**src/rtl/kf_arb_pkg.sv**
```systemverilog
// Shared types and default sizing for the Kalman-filter engine request arbiter.
package kf_arb_pkg;

  localparam int unsigned KF_NUM_REQ     = 4;
  localparam int unsigned KF_ARB_TIMEOUT = 255;

  typedef enum logic [1:0] {
    IDLE  = 2'd0,
    START = 2'd1,
    BUSY  = 2'd2
  } arb_state_t;

endpackage

```
**src/rtl/sync_rise.sv**
```systemverilog
// Two-flop synchronizer followed by a rising-edge detector for one async request line.
module sync_rise (
  input  logic clk,
  input  logic n_rst,
  input  logic async_in,
  output logic rise_out
);

  logic r_s1;
  logic r_s2;
  logic r_prev;

  always_ff @(posedge clk or negedge n_rst) begin
    if (!n_rst) begin
      r_s1   <= 1'b0;
      r_s2   <= 1'b0;
      r_prev <= 1'b0;
    end else begin
      r_s1   <= async_in;
      r_s2   <= r_s1;
      r_prev <= r_s2;
    end
  end

  assign rise_out = r_s2 & ~r_prev;

endmodule

```
**src/rtl/sync_req_arbiter.sv**
```systemverilog
// Round-robin arbiter sharing one Kalman update engine among asynchronous requesters,
// with done/timeout release and sticky per-line overrun flags.
module sync_req_arbiter
  import kf_arb_pkg::*;
#(
  parameter int unsigned NUM_REQ = KF_NUM_REQ,
  parameter int unsigned TIMEOUT = KF_ARB_TIMEOUT,
  parameter int unsigned ID_W    = $clog2(NUM_REQ)
) (
  input  logic               clk,
  input  logic               n_rst,
  input  logic [NUM_REQ-1:0] async_req,
  input  logic               eng_done,
  output logic               eng_start,
  output logic [NUM_REQ-1:0] grant,
  output logic [ID_W-1:0]    grant_id,
  output logic               busy,
  output logic [NUM_REQ-1:0] pending,
  output logic               timeout,
  output logic [NUM_REQ-1:0] overrun
);

  localparam int unsigned       CNT_W    = $clog2(TIMEOUT + 1);
  localparam logic [CNT_W-1:0]  CNT_LAST = CNT_W'(TIMEOUT - 1);
  localparam logic [ID_W-1:0]   ID_LAST  = ID_W'(NUM_REQ - 1);

  // First set bit at or above ptr, wrapping past NUM_REQ-1.
  function automatic logic [ID_W-1:0] rr_pick(input logic [NUM_REQ-1:0] req,
                                              input logic [ID_W-1:0]    ptr);
    logic [ID_W-1:0] idx;
    logic [ID_W-1:0] sel;
    logic            found;
    idx   = ptr;
    sel   = '0;
    found = 1'b0;
    for (int unsigned k = 0; k < NUM_REQ; k++) begin
      if (!found && req[idx]) begin
        found = 1'b1;
        sel   = idx;
      end
      idx = (idx == ID_LAST) ? '0 : idx + 1'b1;
    end
    return sel;
  endfunction

  arb_state_t         r_state;
  arb_state_t         w_state_d;
  logic [NUM_REQ-1:0] r_grant;
  logic [ID_W-1:0]    r_grant_id;
  logic [ID_W-1:0]    r_rr_ptr;
  logic [CNT_W-1:0]   r_cnt;
  logic [NUM_REQ-1:0] r_pending;
  logic [NUM_REQ-1:0] r_overrun;

  logic [NUM_REQ-1:0] w_rise;
  logic               w_any;
  logic [ID_W-1:0]    w_pick;
  logic [NUM_REQ-1:0] w_pick_oh;
  logic [NUM_REQ-1:0] w_grant_clear;
  logic               w_cnt_last;
  logic               w_release;
  logic [ID_W-1:0]    w_rr_next;

  for (genvar gi = 0; gi < NUM_REQ; gi++) begin : g_sync
    sync_rise u_sync_rise (
      .clk      (clk),
      .n_rst    (n_rst),
      .async_in (async_req[gi]),
      .rise_out (w_rise[gi])
    );
  end

  assign w_any         = |r_pending;
  assign w_pick        = rr_pick(r_pending, r_rr_ptr);
  assign w_pick_oh     = {{(NUM_REQ-1){1'b0}}, 1'b1} << w_pick;
  assign w_grant_clear = (r_state == IDLE && w_any) ? w_pick_oh : '0;
  assign w_cnt_last    = (r_cnt == CNT_LAST);
  // Done has priority over a simultaneous timeout.
  assign w_release     = (r_state == BUSY) && (eng_done || w_cnt_last);
  assign w_rr_next     = (r_grant_id == ID_LAST) ? '0 : r_grant_id + 1'b1;

  always_comb begin
    w_state_d = r_state;
    case (r_state)
      IDLE:    if (w_any) w_state_d = START;
      START:   w_state_d = BUSY;
      BUSY:    if (w_release) w_state_d = IDLE;
      default: w_state_d = IDLE;
    endcase
  end

  always_ff @(posedge clk or negedge n_rst) begin
    if (!n_rst) begin
      r_state    <= IDLE;
      r_grant    <= '0;
      r_grant_id <= '0;
      r_rr_ptr   <= '0;
      r_cnt      <= '0;
      r_pending  <= '0;
      r_overrun  <= '0;
    end else begin
      r_state   <= w_state_d;
      // A rise coinciding with its own grant clear is kept as a fresh request.
      r_pending <= (r_pending & ~w_grant_clear) | w_rise;
      r_overrun <= r_overrun | (w_rise & r_pending & ~w_grant_clear);
      if (r_state == IDLE && w_any) begin
        r_grant    <= w_pick_oh;
        r_grant_id <= w_pick;
      end
      if (w_release) begin
        r_grant  <= '0;
        r_rr_ptr <= w_rr_next;
        r_cnt    <= '0;
      end else if (r_state == BUSY && r_cnt != '1) begin
        r_cnt <= r_cnt + 1'b1;
      end
    end
  end

  assign eng_start = (r_state == START);
  assign busy      = (r_state != IDLE);
  assign grant     = r_grant;
  assign grant_id  = r_grant_id;
  assign pending   = r_pending;
  assign overrun   = r_overrun;
  assign timeout   = (r_state == BUSY) && !eng_done && w_cnt_last;

endmodule

```
**config.mk**
```make
export PLATFORM = sky130hd
export DESIGN_NAME = sync_req_arbiter
export DESIGN_NICKNAME = d
export VERILOG_FILES = /design/src/rtl/kf_arb_pkg.sv /design/src/rtl/sync_rise.sv /design/src/rtl/sync_req_arbiter.sv
export SDC_FILE = /design/constraint.sdc
export NUM_CORES = 1
export LEC_CHECK = 0
export ABC_CLOCK_PERIOD_IN_PS = 1900
export CAP_MARGIN = 10
export CORE_MARGIN = 3
export CORE_UTILIZATION = 48
export CTS_CLUSTER_DIAMETER = 150
export DETAILED_ROUTE_END_ITERATION = 7
export HOLD_SLACK_MARGIN = 0.08
export PLACE_DENSITY = 0.74
export SKIP_CTS_REPAIR_TIMING = 1
export SLEW_MARGIN = 15
export SYNTH_ARGS = -nofsm -noshare
export SYNTH_HDL_FRONTEND = slang
export SYNTH_SLANG_ARGS = --single-unit
```
**constraint.sdc**
```tcl
create_clock -name clk -period 1.9 [get_ports clk]
set_input_delay 0.38 -clock clk [delete_from_list [all_inputs] [get_ports clk]]
set_output_delay 0.38 -clock clk [all_outputs]
set_load 0.005 [all_outputs]
```
* Word level (Yosys, flattened, before mapping)
Cells that the tools add are included.
Storage, ports and cells: memories kept 0, bits in writable memories 0, logic and storage cells 99, register bits 38, bits in read-only memories 0, output and inout port bits 17, latch bits 0, input port bits 7
Cells by class: bitwise logic cells 14, reduce and logical (&&, ||, !) cells 19, mux-type cells 27, multipliers 0, $lt $le $gt $ge 4, equality and inequality tests 10, add/subtract/negate cells 5, div/mod/pow operators 0, shift operators 1
Operators with widths (number):
- 2-to-1 mux 2 bit | 10
- 2-to-1 mux 8 bit | 2
- bitwise AND 4 bit | 3
- less-than comparator 2 x 3 -> 1 bit, second input constant | 4
- 2-to-1 mux 4 bit | 3
- == test 2 bit, second input constant | 5
- adder 2 x 1 -> 2 bit, second input constant | 4
- adder 8 x 1 -> 8 bit, second input constant | 1
- binary-select mux 1 bit (select 2 bit) | 4
- == test 8 bit, second input constant | 1
- logical AND 1 bit | 8
- != test 8 bit, second input constant | 1
- bitwise OR 4 bit | 2
- 2-to-1 mux 1 bit | 7
- case mux 2 bit (3 select lines) | 1
- nonzero test 2 bit | 3
- bitwise AND 1 bit | 4
- zero test 1 bit | 4
- != test 2 bit, second input constant | 2
- inverter 1 bit | 4
- inverter 4 bit | 1
- OR reduction 4 bit | 1
- << shifter 1 x 2 -> 4 bit, first input constant | 1
- == test 2 x 1 -> 1 bit, second input constant | 1
- 3 further kinds | 3

* Depth between registers and ports, before layout
Gate-level depths: netlist of run 1.
word-level depth 17, mapped depth 7, depth with buffers taken out 6

* Hierarchy
From an unflattened synthesis of run 1, not the netlist that was laid out.
Second synthesis, totals: cell total of the unflattened synthesis 157, area, all modules 1779.2 um2
Modules (own cells, without submodules):
- sync_req_arbiter | cells an instance 141, area an instance 1423.9 um2, instances 1, seq. area each 650.6 um2
- sync_rise | cells an instance 4, area an instance 88.8 um2, instances 4, seq. area each 75.1 um2

* Worst setup path before layout of run 1
No wires, ideal clock.
path type reg2reg, from register r_rr_ptr[0], to register r_pending[3], in the netlist pending[3], arrival time 1.874 ns, clock period less this slack 2.005 ns, setup time 0.131 ns, stages on the path, launching flop included 7, data required time 1.769 ns, path slack -0.105 ns, cells stage by stage dfrtp_1 -> ha_1 -> or3b_2 -> a21oi_1 -> o22ai_1 -> a211oi_2 -> o21ai_0
On the way: word-level cells in the longest chain between the ends 17
RTL lines:
- start, declared | RTL line sync_req_arbiter.sv:50 | logic [ID_W-1:0] r_rr_ptr;
- start signal, assigned | RTL line sync_req_arbiter.sv:112 | r_rr_ptr <= w_rr_next;
- parallel branches: the longest is 11 deep, another holds adder 2 x 1 -> 2 bit
- 2-to-1 mux 2 bit * | RTL line sync_req_arbiter.sv:37 | if (!found && req[idx]) begin
- << shifter 1 x 2 -> 4 bit * | RTL line sync_req_arbiter.sv:75 | assign w_pick_oh = {{(NUM_REQ-1){1'b0}}, 1'b1} << w_pick;
- 2-to-1 mux 4 bit * | RTL line sync_req_arbiter.sv:76 | assign w_grant_clear = (r_state == IDLE && w_any) ? w_pick_oh : '0;
- inverter 4 bit * | RTL line sync_req_arbiter.sv:104 | r_pending <= (r_pending & ~w_grant_clear) | w_rise;
- bitwise AND 4 bit * | RTL line sync_req_arbiter.sv:104
- bitwise OR 4 bit * | RTL line sync_req_arbiter.sv:104
- end signal, assigned | RTL line sync_req_arbiter.sv:104
- end, declared | RTL line sync_req_arbiter.sv:52 | logic [NUM_REQ-1:0] r_pending;
Every way passes the cells marked *. The select of a mux whose other input is x is not followed. A chain may end at the register's enable or synchronous reset.

* Worst setup path in the final report of run 1
from register r_rr_ptr[0], to register r_pending[1], in the netlist pending[1]
Same word-level chain as after synthesis.

==> results.toml, run 1 <==
[global_routing]
use_met3_pct = 4.76
pin_count_of_the_biggest_net_entering_global_routing = 39
global_route.peak_usage_layer = "met2"
gr-usage-met2_pct = 30.7
track_usage_pct = 19.2
grtUsageMet1_pct = 24.1
grt_pass1_vias = 1307
grt-ovfl-total = 0
first_pass_grt_wire_length_um = 6220
antenna_found_initial = 0

[sta]
fin_crit_sh_pct = 107
slew_headroom_pct = 68.1
tightest_slew_ns = 0.476
final_critical_path_setup_slack_ns = -0.124
unrepaired_setup_endpoints_after_global_routing = "true"
finalClockSkew_ns = 0.0137
maxSlewViolCount = 0
max_freq_ghz = 0.494
post-route-min-period_ns = 2.02
report.final.hold_viol_count = 0
setup_viol = 11

[final_layout]
number_of_diodes_added_for_antenna_fixing = 0
sequential_cell_area_um2 = 952
multiInputGateArea_um2 = 813
fin_nets = 217
layout.cells.non_filler = 253
share_of_cells_above_drive_strength_1_pct = 30.4
most_frequent_standard_cell_in_the_layout_excluding_fill_and_tap_cells = "sky130_fd_sc_hd__dfrtp_1"
final_core_utilization_pct = 68.4
syn2layout_area_growth_pct = 33.6
fillCellCount = 256
most-common-layout-cells = "37 x sky130_fd_sc_hd__dfrtp_1, 24 x sky130_fd_sc_hd__buf_4, 20 x sky130_fd_sc_hd__clkdlybuf4s50_1, 16 x sky130_fd_sc_hd__nor2_1, 11 x sky130_fd_sc_hd__nand2_1"

[clock_tree]
tritoncts = "yes"
ctsRootBufferMaster = "sky130_fd_sc_hd__clkbuf_4"
cts_made_buffers = 5
clock-sinks = 38
clock_transition_at_the_registers_of_the_reported_paths_ns = 0.12
cts-root-to-sink-buffers = 2
clk_latency_ns = 0.35
h-tree-depth = 2

[synth]
post_synth_fa_ha_maj_area_fraction_pct = 2.86
synth_simple_gate_area_share_pct = 15.4
synth_fp_nets = 169
synthMuxAreaShare_pct = 3.08
yosysWarningCount = 0
main_combinational_cell_family_by_area_after_synthesis = "compound AO/OA/AOI/OAI gates"
synthCells = 158
synth_compound_area_share_pct = 16.3
synth_xor_xnor_area_share_pct = 3.51
ys_seq_elements = 38
synth.avg_cell_area_um2 = 11.1
yosysSeqAreaShare_pct = 54.4
synth.lib_cells_used.distinct = 48
post_synth_instance_area_um2 = 1750

[setup_path]
path_max_fanout = 7
worst_path_max_delay_cell = "sky130_fd_sc_hd__dfrtp_2"
critPathTopFamily = "compound AO/OA/AOI/OAI gates"
worst_path_buf_inv = 0
cp_data_required_time_ns = 2.13
worstSetupStartpointType = "flip-flop"
slowest_delay_ns = 0.46
cp.arrival_ns = 2.26
crit_chain = "ha_4 > a21bo_2 > a32oi_2 > o311ai_4 > nor4_2 > o21bai_1"
worst_setup_ep_type = "flip-flop"
timing.setup.critical_path_class = "flip-flop to flip-flop"

[floorplanning]
fp-row-count = 21
die_height_um = 66.3
initial_utilization_pct = 51.2
placeableCoreArea_um2 = 3420
die-width_um = 66.3
die_area_um2 = 4400
ios = 24

[placement]
placed_cells_incl_taps = 239
port_buffers = 23
routabilityCongestion = 0.841
post-dp-hpwl_um = 2630
dpl_worst_slack_ns = -0.143

[routing]
drt_iter0_markers = 110
finalWirelength_um = 3680
antenna_violating_nets_post_route = 0
avgViaCountPerCell = 5.37
remaining_drc_errors = 0
avgRoutedWirePerCell_um = 14.5
detail_route.first_pass.iterations = 4
num_vias = 1359

[power]
power_leakage_nw = 1.06
power_per_cell_area_nw_per_um2 = 1550
largest_voltage_drop_on_the_vdd_net_mv = 0.754

[run]
cap_viol_max_count = 0

[outcome]
status = "complete, but fails checks"
violations = "setup timing"

[min_path]
min_path_type = "flip-flop to flip-flop"
[metal layers]
layer,vias to the layer above,share of wire (%)
li1,651,-
met4,0,2.0
met5,-,0
met1,670,44
met3,8,3.6
met2,30,50
[path summary, 6_finish.rpt]
| path | startpoint | to | slack, ns | depth (start not counted) |
|---|---|---|---|---|
| worst min register to register | g_sync[2].u_sync_rise.r_s1 | g_sync[2].u_sync_rise.r_s2 | 0.36 | 0 |
| min in group asynchronous | n_rst | g_sync[3].u_sync_rise.r_prev | 0.59 | 3 |
| max in group asynchronous | n_rst | r_rr_ptr[0] | 0.97 | 3 |
| worst max register to register | r_rr_ptr[0] | pending[1] | -0.12 | 6 |
| worst min-delay path | g_sync[2].u_sync_rise.r_s1 | g_sync[2].u_sync_rise.r_s2 | 0.36 | 0 |
| worst max-delay path | r_rr_ptr[0] | pending[1] | -0.12 | 6 |
[sequential cells by signal, summed over array words and instances (netlist names), 4 cells and up]
register and count:
r_cnt 8, g_sync.u_sync_rise.r_s1 4, g_sync.u_sync_rise.r_prev 4, overrun 4, pending 4, g_sync.u_sync_rise.r_s2 4
grant 4
[final cells by class]
| type | instances | area share (%) |
|---|---|---|
| Inverter | 8 | 1.29 |
| Multi-Input combinational cell | 104 | 34.8 |
| Tap cell | 46 | 2.46 |
| Clock inverter | 3 | 0.911 |
| Timing Repair Buffer | 49 | 18.2 |
| Sequential cell | 38 | 40.8 |
| Clock buffer | 5 | 1.61 |
[per-stage QoR]
step	hold WS [ns]	setup TNS (ns)	area [µm²]	total power [mW]
2_1_floorplan	0.0844	0	1770	2.27
3_3_place_gp	0.332	-0.317	2160	2.88
3_5_place_dp	0.336	-0.978	2160	2.95
4_1_cts	0.0505	-1.78	2210	3.39
5_1_grt	0.368	-1.76	2340	3.91
6_report	0.363	-0.801	2340	3.62
[synthesized netlist by cell type (all sizes together)]
library cell | n | area (µm²)
a2111o | 1 | 11.3
a211oi | 2 | 20.0
a21bo | 1 | 10.0
a21o | 2 | 16.3
a21oi | 4 | 20.0
a311oi | 1 | 8.76
a31o | 3 | 26.3
a31oi | 2 | 12.5
a32oi | 1 | 8.76
and2 | 1 | 6.26
and3 | 4 | 25.0
and3b | 1 | 10.0
buf | 3 | 27.5
clkbuf | 5 | 20.0
dfrtp | 38 | 951
ha | 4 | 50.1
inv | 8 | 30.0
mux2 | 1 | 11.3
mux2i | 2 | 20.0
mux4 | 1 | 22.5
nand2 | 11 | 41.3
nand2b | 3 | 18.8
nand3 | 1 | 5.00
nand4 | 1 | 6.26
nor2 | 17 | 66.3
nor2b | 4 | 25.0
nor3 | 2 | 10.0
nor3b | 2 | 15.0
nor4 | 2 | 12.5
o211a | 1 | 10.0
o211ai | 1 | 7.51
o21ai | 7 | 35.0
o21bai | 5 | 37.5
o22a | 1 | 8.76
o22ai | 1 | 6.26
o311ai | 1 | 26.3
o31ai | 2 | 20.0
or2 | 3 | 18.8
or3b | 1 | 8.76
xnor2 | 3 | 26.3
xor2 | 4 | 35.0
[cell families (layout without fill, tap and decap cells)]
family                   Yosys count  count (layout)
AO/OA/AOI/OAI                     36              36
XOR/XNOR                           7               7
adder cells (fa/ha/maj)            4               4
buffers and inverters             16              65
flip-flops                        38              38
multiplexers                       4               4
AND/OR/NAND/NOR                   53              53
[report_power, final]
group / internal, mW / leakage (nW) / switching [mW]
clock: 0.144 / 0.0312 / 0.277
combinational: 1.06 / 0.578 / 0.978
sequential: 1.01 / 0.448 / 0.150
total: 2.22 / 1.06 / 1.40
Power figures use the tool's default switching activity.
==> run 2: changes to the inputs <==
--- a/config.mk
+++ b/config.mk
@@ -5,10 +5,10 @@
 export SDC_FILE = /design/constraint.sdc
 export NUM_CORES = 1
 export LEC_CHECK = 0
-export ABC_CLOCK_PERIOD_IN_PS = 1900
+export ABC_CLOCK_PERIOD_IN_PS = 2400
 export CAP_MARGIN = 10
 export CORE_MARGIN = 3
-export CORE_UTILIZATION = 48
+export CORE_UTILIZATION = 50
 export CTS_CLUSTER_DIAMETER = 150
 export DETAILED_ROUTE_END_ITERATION = 7
 export HOLD_SLACK_MARGIN = 0.08
==> constraint.sdc (replaced) <==
create_clock -name clk -period 2.4 [get_ports clk]
set_input_delay 0.48 -clock clk [delete_from_list [all_inputs] [get_ports clk]]
set_output_delay 0.48 -clock clk [all_outputs]
set_load 0.005 [all_outputs]
==> run 2 against run 1 <==
Against the previous run:
- the run now ends clean
- maximum frequency shrank 8.9%
- first-iteration DRC count fell by 2.7%
- combinational power is 41% lower
- wire length decreased by 5.7%
- clock skew about the same
- final cell count is 7.9% lower
- non-clock buffer count is 18 lower
- utilization fell by 1.6 points
- critical path depth unchanged
- clock power shrank 2%
- critical path type unchanged
- largest cell class unchanged
==> results.toml, run 2 (synthesized netlist as in run 1, its figures left out) <==
[min_path]
min_path_type = "input port to asynchronous set/reset pin"

[clock_tree]
h-tree-depth = 2
clock_transition_at_the_registers_of_the_reported_paths_ns = 0.11
tritoncts = "yes"
clock-sinks = 38
ctsRootBufferMaster = "sky130_fd_sc_hd__clkbuf_4"
cts_made_buffers = 5
clk_latency_ns = 0.35
cts-root-to-sink-buffers = 2

[global_routing]
track_usage_pct = 18.8
pin_count_of_the_biggest_net_entering_global_routing = 39
first_pass_grt_wire_length_um = 5930
grt-ovfl-total = 0
grt_pass1_vias = 1301
antenna_found_initial = 0

[floorplanning]
ios = 24
initial_utilization_pct = 54.6
die_area_um2 = 4240
die-width_um = 65.1
die_height_um = 65.1
fp-row-count = 20
placeableCoreArea_um2 = 3200

[sta]
hold_slack_ns = 0.200
fin_crit_sh_pct = 92.6
maxSlewViolCount = 0
report.final.hold_viol_count = 0
unrepaired_setup_endpoints_after_global_routing = "false"
final_critical_path_setup_slack_ns = 0.179
setup-tns-final_ns = 0
finalClockSkew_ns = 0.0138
slew_headroom_pct = 46.7
setup_viol = 0
tightest_slew_ns = 0.799
max_freq_ghz = 0.450
post-route-min-period_ns = 2.22

[routing]
detail_route.first_pass.iterations = 4
avgViaCountPerCell = 5.54
antenna_violating_nets_post_route = 0
avgRoutedWirePerCell_um = 14.9
remaining_drc_errors = 0
num_vias = 1291
finalWirelength_um = 3470
drt_iter0_markers = 107

[run]
cap_viol_max_count = 0

[setup_path]
worst_r2r_endpoint = "pending[3]"
timing.reg2reg.worst_path_depth = 6
startpoint = "r_rr_ptr[0]"
timing.setup.critical_path_class = "flip-flop to flip-flop"
path_max_fanout = 7
worst_setup_ep_type = "flip-flop"
worstSetupStartpointType = "flip-flop"
crit-reg2reg-launch = "r_rr_ptr[0]"
worst-r2r-setup-slack_ns = 0.18
cp.arrival_ns = 2.46
critical_path.endpoint = "pending[3]"
cp_data_required_time_ns = 2.63

[power]
power_per_cell_area_nw_per_um2 = 1210
power_leakage_nw = 0.971
largest_voltage_drop_on_the_vdd_net_mv = 0.607

[placement]
placed_cells_incl_taps = 220
dpl_worst_slack_ns = 0.136
post-dp-hpwl_um = 2470
port_buffers = 23
routabilityCongestion = 0.909

[final_layout]
final_core_utilization_pct = 66.8
top_register = "r_cnt"
most_frequent_standard_cell_in_the_layout_excluding_fill_and_tap_cells = "sky130_fd_sc_hd__dfrtp_1"
layout.cells.non_filler = 233
number_of_diodes_added_for_antenna_fixing = 0
share_of_cells_above_drive_strength_1_pct = 18.5
largest_register_ff_count = 8
syn2layout_area_growth_pct = 22.3
fillCellCount = 260
most-common-layout-cells = "37 x sky130_fd_sc_hd__dfrtp_1, 21 x sky130_fd_sc_hd__clkdlybuf4s50_1, 16 x sky130_fd_sc_hd__nor2_1, 11 x sky130_fd_sc_hd__nand2_1"
fin_nets = 199

[outcome]
status = "complete, no violations"
-- run 2: cell types whose count changed in the layout (fill, tap and decap cells not counted), moves of 2 or more --
cell,delta
sky130_fd_sc_hd__buf_4,-16
sky130_fd_sc_hd__a21oi_1,+2
sky130_fd_sc_hd__o21ai_1,-3
sky130_fd_sc_hd__clkbuf_1,+2
sky130_fd_sc_hd__o21ai_0,+4
-- run 2: area by class of cell --
cell class / instances / area, µm² / area share, %
flip-flops and latches: 38 / 952 / 44.5
multi-input cells: 104 / 738 / 34.5
repair buffers: 31 / 288 / 13.5
well taps: 44 / 55.1 / 2.57
clock buffers: 7 / 45.0 / 2.11
clock inverters: 1 / 30.0 / 1.40
inverters: 8 / 30.0 / 1.40
-- run 2: worst min-delay path by stage --
stage | from | to | cells after the start
global placement | g_sync[1].u_sync_rise.r_s1 | g_sync[1].u_sync_rise.r_s2 | 0
CTS | n_rst | r_state[1] | 1
global route | n_rst | r_state[1] | 1
detailed placement | g_sync[1].u_sync_rise.r_s1 | g_sync[1].u_sync_rise.r_s2 | 0
finish | n_rst | r_state[1] | 1
floorplan | n_rst | g_sync[0].u_sync_rise.r_prev | 0
-- run 2: where the power goes --
group          switching [mW]  leakage, nW  internal, mW
combinational           0.608        0.483         0.604
sequential              0.164        0.448         0.799
clock                   0.193       0.0395         0.221
-- run 2: through the flow --
step,area [µm²],power (mW)
floorplan,1750,1.74
CTS,2080,2.53
global placement,2000,2.04
global route,2140,2.79
finish,2140,2.59
detailed placement,2000,2.11
-- run 2: layer usage --
metal / track usage [%] / part of all wire (%)
met5: 0 / 0
met4: 9.84 / 2.6
met3: 6.84 / 5.7
met2: 29.0 / 49
met1: 23.1 / 43
-- run 2: critical path, cell delays in order (launching register included) --
cell and delay, ns:
sky130_fd_sc_hd__dfrtp_2 0.47, sky130_fd_sc_hd__ha_2 0.39, sky130_fd_sc_hd__or3b_2 0.45, sky130_fd_sc_hd__a21oi_1 0.23, sky130_fd_sc_hd__o22ai_1 0.15, sky130_fd_sc_hd__a211oi_2 0.30
sky130_fd_sc_hd__o21ai_0 0.12
==> run 3: changes to the inputs <==
--- a/config.mk
+++ b/config.mk
@@ -8,11 +8,10 @@
 export ABC_CLOCK_PERIOD_IN_PS = 2400
 export CAP_MARGIN = 10
 export CORE_MARGIN = 3
-export CORE_UTILIZATION = 50
+export CORE_UTILIZATION = 29
 export CTS_CLUSTER_DIAMETER = 150
 export DETAILED_ROUTE_END_ITERATION = 7
 export HOLD_SLACK_MARGIN = 0.08
-export PLACE_DENSITY = 0.74
 export SKIP_CTS_REPAIR_TIMING = 1
 export SLEW_MARGIN = 15
 export SYNTH_ARGS = -nofsm -noshare
==> run 3 against run 2 <==
Against the previous run:
- setup slack worse by 0.063 ns
- hold slack improved by 0.084 ns
- via count is 7.0% lower
- largest cell class unchanged
==> results.toml, run 3 (synthesized netlist as in run 1, its figures left out) <==
[outcome]
status = "complete, no violations"

[sta]
maxSlewViolCount = 0
fin_crit_sh_pct = 95.2
setup_viol = 0
max_freq_ghz = 0.438
finalClockSkew_ns = 0.00391
report.final.hold_viol_count = 0
final_critical_path_setup_slack_ns = 0.116
unrepaired_setup_endpoints_after_global_routing = "false"
slew_headroom_pct = 46.5
tightest_slew_ns = 0.803
post-route-min-period_ns = 2.28

[global_routing]
grt-ovfl-total = 0
pin_count_of_the_biggest_net_entering_global_routing = 39
antenna_found_initial = 0
first_pass_grt_wire_length_um = 5800
track_usage_pct = 10.3
grt_pass1_vias = 1182

[setup_path]
slowest_delay_ns = 0.51
worst_r2r_endpoint = "pending[3]"
worst_setup_ep_type = "output pin"
crit_chain = "and3_4 > and3_1 > nor3b_2 > clkdlybuf4s50_1"
path_max_fanout = 6
crit-reg2reg-launch = "r_rr_ptr[0]"
cp_data_required_time_ns = 1.92
worst-r2r-setup-slack_ns = 0.24
timing.setup.critical_path_class = "flip-flop to output pin"
cp.arrival_ns = 1.80
worstSetupStartpointType = "flip-flop"
worst_path_max_delay_cell = "sky130_fd_sc_hd__clkdlybuf4s50_1"
timing.reg2reg.worst_path_depth = 6

[run]
cap_viol_max_count = 0

[routing]
avgRoutedWirePerCell_um = 13.0
avgViaCountPerCell = 4.67
finalWirelength_um = 3330
antenna_violating_nets_post_route = 0
num_vias = 1201
detail_route.first_pass.iterations = 4
remaining_drc_errors = 0
drt_iter0_markers = 47

[final_layout]
top_register = "r_cnt"
number_of_diodes_added_for_antenna_fixing = 0
most-common-layout-cells = "38 x sky130_fd_sc_hd__dfrtp_1, 22 x sky130_fd_sc_hd__clkdlybuf4s50_1, 16 x sky130_fd_sc_hd__nor2_1, 11 x sky130_fd_sc_hd__nand2_1, 8 x sky130_fd_sc_hd__inv_1"
fillCellCount = 560
syn2layout_area_growth_pct = 22.9
final_core_utilization_pct = 37.9
largest_register_ff_count = 8
share_of_cells_above_drive_strength_1_pct = 15.7
fin_nets = 195
most_frequent_standard_cell_in_the_layout_excluding_fill_and_tap_cells = "sky130_fd_sc_hd__dfrtp_1"

[power]
power_per_cell_area_nw_per_um2 = 1180
power_leakage_nw = 0.944
largest_voltage_drop_on_the_vdd_net_mv = 0.569

[clock_tree]
cts-root-to-sink-buffers = 2
clk_latency_ns = 0.28
h-tree-depth = 2
tritoncts = "yes"
clock_transition_at_the_registers_of_the_reported_paths_ns = 0.07
ctsRootBufferMaster = "sky130_fd_sc_hd__clkbuf_8"
clock-sinks = 38
cts_made_buffers = 5

[floorplanning]
placeableCoreArea_um2 = 5680
die_height_um = 83.6
die-width_um = 83.6
initial_utilization_pct = 30.8
fp-row-count = 27
die_area_um2 = 6990
ios = 24

[min_path]
min_path_type = "input port to asynchronous set/reset pin"

[placement]
post-dp-hpwl_um = 2460
dpl_worst_slack_ns = 0.235
port_buffers = 23
routabilityCongestion = 0.873
[run 3: metal layers]
layer  share of wire, %  track usage (%)  wire, µm
met5                  0                0         0
met3                4.0             3.26       134
met1                 47             13.7      1570
met4                1.2             3.95        41
met2                 47             15.6      1580
[run 3: report_power, final]
group	leakage [nW]	switching [mW]	internal [mW]
registers	0.449	0.141	0.799
logic	0.447	0.592	0.566
clock network	0.0482	0.208	0.232
total	0.944	0.942	1.60
[run 3: worst max-delay path: cells and delay by family (launching register included)]
| kind | cells | cell delay (ns) |
|---|---|---|
| buffers and inverters | 1 | 0.51 |
| and+or+nand+nor | 3 | 0.61 |
| DFF | 1 | 0.39 |
[run 3: area by class of cell]
cell class	instances	area, µm²	share of cell area (%)
Multi-Input combinational cell	104	731	34.0
Inverter	8	30.0	1.40
Sequential cell	38	951	44.3
Clock buffer	7	86.3	4.02
Tap cell	72	90.1	4.19
Clock inverter	1	5.00	0.233
Timing Repair Buffer	27	255	11.9
[run 3: worst max path at each step]
stage | startpoint | end | slack, ns | depth (start not counted)
floorplan | r_rr_ptr[0] | pending[3] | 0.39 | 6
global placement | r_rr_ptr[0] | pending[3] | 0.24 | 6
detailed placement | r_rr_ptr[0] | pending[3] | 0.24 | 6
CTS | r_cnt[2] | timeout | -0.002 | 4
global route | r_cnt[6] | timeout | 0.001 | 4
finish | r_cnt[2] | timeout | 0.12 | 4
[run 3: metrics by stage]
step,cells,TNS [ns],hold slack (ns),area (µm²),power [mW]
global placement,249,0,0.332,2050,2.10
floorplan,158,0,0.184,1750,1.74
finish,257,0,0.283,2150,2.54
detailed placement,249,0,0.335,2050,2.12
CTS,257,-0.00201,0.322,2140,2.57
global route,257,0,0.360,2150,2.73
